[config.mk]
export PLATFORM = sky130hd
export DESIGN_NAME = wb_regfile_sb
export DESIGN_NICKNAME = d
export VERILOG_FILES = /design/src/rtl/wb_regfile_sb.sv
export SDC_FILE = /design/constraint.sdc
export NUM_CORES = 1
export LEC_CHECK = 0
export CAP_MARGIN = 0
export CORE_ASPECT_RATIO = 0.8
export CORE_MARGIN = 4
export CORE_UTILIZATION = 64
export DETAILED_ROUTE_END_ITERATION = 8
export PLACE_DENSITY = 0.84
export SLEW_MARGIN = 20
export SYNTH_ARGS = -nofsm -noshare
export SYNTH_HDL_FRONTEND = slang
export SYNTH_SLANG_ARGS = --single-unit
[constraint.sdc]
create_clock -name clk -period 9.4 [get_ports clk]
set_clock_uncertainty 0.1 [all_clocks]
set_input_delay 2.82 -clock clk [delete_from_list [all_inputs] [get_ports clk]]
set_output_delay 2.82 -clock clk [all_outputs]
set_load 0.02 [all_outputs]
[src/rtl/wb_regfile_sb.sv]
// wb_regfile_sb
// Architectural register file with a write-back commit port, two
// combinational decode read ports and per-register pending-write
// scoreboard counters used to stall decode on RAW hazards.
//
// Optional feature macro: WB_REGFILE_BYPASS_EN
//   defined   : write-back data is forwarded to the read ports in the
//               commit cycle, and the stall is dropped when that commit
//               retires the last pending write.
//   undefined : reads return stored state only; the stall drops the
//               cycle after the final write-back.
//
// Ports
//   clk           system clock, rising edge
//   reset         asynchronous active-low reset
//   wb_en         write-back commit strobe
//   wb_addr       write-back destination register
//   wb_data       write-back result
//   rd_addr_a/b   decode source register indices
//   rd_data_a/b   decode source operands (combinational)
//   stall_a/b     source operand not yet available
//   iss_valid     decode issues an instruction writing iss_rd
//   iss_rd        destination reserved by the issuing instruction
//   iss_ready     reservation can be accepted this cycle
//   err_underflow sticky flag: write-back with no pending reservation
module wb_regfile_sb #(
    parameter int DATA_W = 16,
    parameter int ADDR_W = 4,
    parameter int CNT_W  = 2
) (
    input  logic              clk,
    input  logic              reset,
    input  logic              wb_en,
    input  logic [ADDR_W-1:0] wb_addr,
    input  logic [DATA_W-1:0] wb_data,
    input  logic [ADDR_W-1:0] rd_addr_a,
    input  logic [ADDR_W-1:0] rd_addr_b,
    output logic [DATA_W-1:0] rd_data_a,
    output logic [DATA_W-1:0] rd_data_b,
    output logic              stall_a,
    output logic              stall_b,
    input  logic              iss_valid,
    input  logic [ADDR_W-1:0] iss_rd,
    output logic              iss_ready,
    output logic              err_underflow
);

    localparam int NREG = 1 << ADDR_W;
    localparam logic [CNT_W-1:0] CNT_MAX = {CNT_W{1'b1}};
    localparam logic [CNT_W-1:0] CNT_ONE = {{(CNT_W-1){1'b0}}, 1'b1};

    // Per-register state gathered into read-only views for the read ports.
    logic [DATA_W-1:0] data_q [NREG];
    logic [CNT_W-1:0]  cnt_q  [NREG];

    logic wb_nz;
    logic wb_dec_ok;
    logic iss_fire;
    logic err_reg;

    assign wb_nz     = wb_en && (wb_addr != '0);
    // A write-back only retires a reservation if one is outstanding.
    assign wb_dec_ok = wb_nz && (cnt_q[wb_addr] != '0);

    // A full counter can still take a new reservation when the same cycle
    // retires one of its writes, so the net count does not overflow.
    assign iss_ready = !((iss_rd != '0) && (cnt_q[iss_rd] == CNT_MAX) &&
                         !(wb_dec_ok && (wb_addr == iss_rd)));
    assign iss_fire  = iss_valid && iss_ready && (iss_rd != '0);

    genvar gi;
    generate
        for (gi = 0; gi < NREG; gi++) begin : gen_reg
            if (gi == 0) begin : gen_zero
                // Register 0 is hardwired to zero and never reserved.
                assign data_q[gi] = '0;
                assign cnt_q[gi]  = '0;
            end else begin : gen_live
                localparam logic [ADDR_W-1:0] IDX = ADDR_W'(gi);
                logic [DATA_W-1:0] data_reg;
                logic [CNT_W-1:0]  cnt_reg;
                logic              inc;
                logic              dec;

                assign inc = iss_fire && (iss_rd == IDX);
                assign dec = wb_en && (wb_addr == IDX) && (cnt_reg != '0);

                always_ff @(posedge clk or negedge reset) begin
                    if (!reset) begin
                        data_reg <= '0;
                        cnt_reg  <= '0;
                    end else begin
                        if (wb_en && (wb_addr == IDX)) begin
                            data_reg <= wb_data;
                        end
                        if (inc && !dec) begin
                            cnt_reg <= cnt_reg + CNT_ONE;
                        end else if (dec && !inc) begin
                            cnt_reg <= cnt_reg - CNT_ONE;
                        end
                    end
                end

                assign data_q[gi] = data_reg;
                assign cnt_q[gi]  = cnt_reg;
            end
        end
    endgenerate

    always_ff @(posedge clk or negedge reset) begin
        if (!reset) begin
            err_reg <= 1'b0;
        end else if (wb_nz && (cnt_q[wb_addr] == '0)) begin
            err_reg <= 1'b1;
        end
    end

    assign err_underflow = err_reg;

    // Read ports. Stall uses the counter value before this cycle's update,
    // so an instruction reserving its own source still sees the old state.
`ifdef WB_REGFILE_BYPASS_EN
    logic hit_a;
    logic hit_b;

    assign hit_a     = wb_nz && (wb_addr == rd_addr_a);
    assign hit_b     = wb_nz && (wb_addr == rd_addr_b);
    assign rd_data_a = hit_a ? wb_data : data_q[rd_addr_a];
    assign rd_data_b = hit_b ? wb_data : data_q[rd_addr_b];
    // The stall lifts only if this commit retires the last pending write.
    assign stall_a   = (cnt_q[rd_addr_a] != '0) &&
                       !(hit_a && (cnt_q[rd_addr_a] == CNT_ONE));
    assign stall_b   = (cnt_q[rd_addr_b] != '0) &&
                       !(hit_b && (cnt_q[rd_addr_b] == CNT_ONE));
`else
    assign rd_data_a = data_q[rd_addr_a];
    assign rd_data_b = data_q[rd_addr_b];
    assign stall_a   = (cnt_q[rd_addr_a] != '0);
    assign stall_b   = (cnt_q[rd_addr_b] != '0);
`endif

endmodule
==> run summary <==
Leakage = 7.03 nW
Slew Viols, Final = 0
# fillers = 1,464
Fmax = 0.116 GHz
most common cell after layout, fill and taps aside = mux2_2
Worst Setup SP = wb_addr[1]
synthesized instance count = 1,036
maximum VDD drop = 0.184 mV
Worst Setup Start Kind = primary input
top_reg_cell synth = dfrtp_1
top sig layer = met4
Die W = 181 um
final WL = 37.7 mm
Row Count = 50
routed length on met1 = 15.4 mm
area grow syn2layout = 12.4%
area of the core = 23,500 um2
via/cell ratio = 6.93
CTS tree = yes
CP max FO = 16
syn nets = 1,087
met3 WL = 2.84 mm
setup total negative slack = 0 ns
Post-Syn Area = 15,300 um2
gpl congestion = 0.925
cts bufs inserted = 27
Port-buffer cells = 71
diodes inserted = 0
Post CTS Setup Buffer Count = 0
starting density of the core = 65.0%
CP dominant cell by count = clkdlybuf4s50_1
Resized cells post-CTS = 0
number of H-tree levels = 1
worst hold path type = reg -> reg
FF-to-FF End = gen_reg[13].gen_live.cnt_reg[1]
DR vias = 9,739
Async S/R FF share, synth = 100%
Worst EP required = 6.48 ns
max reg flops = 240
antenna violations before repair = 0
worst rel slew slack = 32.6%
syn_area_per_cell = 14.7 um2
crit share post-route = 91.9%
number of synthesized flops with an enable pin = 0
Root Buffer = clkbuf_16
Slew @ Worst Pin = 1.01 ns
final setup vio count = 0
clk buf depth = 3
Layout Nets = 1,123
Worst Path Arrival = 5.72 ns
Die Area = 26,400 um2
remaining global-route overflow = 0
most frequent cells in the layout = mux2_2, dfrtp_1, mux4_2
sequential cell area fraction in the yosys report = 44.4%
Max stage delay on crit path = 0.78 ns
drt first pass iters = 5
GRT Resource Usage Total = 28.9%
layout cells sized above 1 = 48.2%
Max Cap Viol = 0
number of global-route vias before repair = 10,300
Power Dens Cells = 234 nW/um2
FF-to-FF Start = gen_reg[9].gen_live.cnt_reg[0]
largest net degree at the start of global routing = 174
register area = 6780 um2
die height = 146 um
first-pass GRT wire length = 59.8 mm
CP Capture Point = iss_ready
Post-DRT Antenna Nets = 0
Multi-input gate area = 8090 um2
Detailed Route Iter0 Violations = 817
Hold Vio Cnt, Final = 0
Remaining DRCs = 0
routed wirelength normalized by instance count = 26.9 um
crit path kind = in -> out
worst reg2reg path depth = 9
R2R Setup Slk = 6.46 ns
Clock transition at path regs = 0.06 ns
Slowest-stage cell, CP = clkdlybuf4s50_1
cells along the critical path = clkdlybuf4s50_1, o41ai_1, or4_4, or3_1, o32a_4, nand2_1, clkdlybuf4s50_1
HPWL after DPL = 22.6 mm
run status = complete, no violations
Synthesis Warnings = 0
total I/O pin count = 72
RSZ-0062 raised after global routing = false
CP Capture Type = primary output
synthesis-stage register bit count = 271
hold_buf cts = 0
CTS Sinks = 271
post-layout util = 73.1%
WL met2 = 18.4 mm
fin crit period = 8.64 ns
synth unique cells = 44
Skew-Pair Late Insertion Delay = 0.54 ns
critical path: cells and delay by family:
kind / cells / cell delay (ns)
AND/OR/NAND/NOR: 3 / 0.98
buffers and inverters: 2 / 1.38
AO/OA/AOI/OAI: 2 / 0.53
synth_stat cells, types with 2 or more instances:
cell type	number	share of area [%]
xor2_1	33	1.9
a221oi_1	3	0.17
buf_4	4	0.20
a21oi_1	10	0.33
nand2b_1	3	0.12
o21ai_0	16	0.52
nor2_1	40	0.98
or3_1	7	0.29
a211oi_1	8	0.39
mux4_1	2	0.34
clkbuf_1	52	1.3
a22o_1	31	1.8
nand3_1	9	0.30
xnor2_1	15	0.86
dfrtp_1	271	44
buf_6	2	0.15
nand2_1	18	0.44
nor2b_1	7	0.29
mux4_2	138	20
a21o_1	2	0.098
or2_2	5	0.20
buf_2	20	0.66
ha_1	15	1.2
mux2_2	276	20
nor3_1	7	0.23
o21bai_1	2	0.098
nor3b_1	2	0.098
a21oi_2	9	0.52
buf_1	14	0.34
per-layer routing:
layer  vias to the layer above  track usage [%]
met5                         -            0.182
met4                         0             7.75
met3                        83             5.13
met2                       402             46.6
met1                      5198             41.6
li1                       4056                -
power breakdown:
part	leakage [nW]	internal, W	switching, W
sequential	3.31	0.00147	0.000287
combinational	3.27	0.000684	0.000441
clock	0.452	0.000662	0.000464
total	7.03	0.00282	0.00119
how the worst min path moves through the flow:
stage                                     from                              end  slack (ns)  depth (start not counted)
2_1_floorplan  gen_reg[12].gen_live.cnt_reg[1]  gen_reg[12].gen_live.cnt_reg[1]        0.36                          1
3_3_place_gp   gen_reg[12].gen_live.cnt_reg[1]  gen_reg[12].gen_live.cnt_reg[1]        0.38                          1
3_5_place_dp                     err_underflow                    err_underflow        0.39                          1
4_1_cts                          err_underflow                    err_underflow        0.41                          1
5_1_grt                          err_underflow                    err_underflow        0.42                          1
6_report                         err_underflow                    err_underflow        0.40                          1
metrics by stage:
step                      instances  total power, W  area, um2  worst slack [ns]  hold WS [ns]
after detailed placement       1355         0.00288      16200             0.798         0.390
after floorplan                1036         0.00252      15300              1.79         0.359
after global routing           1405         0.00419      17200             0.637         0.417
after CTS                      1405         0.00402      17200             0.790         0.407
final                          1405         0.00401      17200             0.758         0.404
after global placement         1355         0.00282      16200             0.838         0.379
final cells by class:
| type | count | area share, % |
|---|---|---|
| Inverter | 2 | 0.0729 |
| Clock buffer | 34 | 4.27 |
| Tap cell | 312 | 2.28 |
| Timing Repair Buffer | 101 | 5.60 |
| Multi-Input combinational cell | 669 | 47.1 |
| Clock inverter | 16 | 1.12 |
| Sequential cell | 271 | 39.5 |
kinds of logic (layout without fill, tap and decap cells):
| kind of cell | count (synthesis) | count (layout) | share of synthesized area [%] |
|---|---|---|---|
| XOR/XNOR | 48 | 48 | 2.76 |
| multiplexers | 417 | 417 | 41.1 |
| AO/OA/AOI/OAI | 86 | 86 | 4.35 |
| buffers and inverters | 96 | 153 | 2.84 |
| flip-flops | 271 | 271 | 44.4 |
| AND/OR/NAND/NOR | 103 | 103 | 3.24 |
| adder cells (fa/ha/maj) | 15 | 15 | 1.23 |
Power figures use the tool's default switching activity.
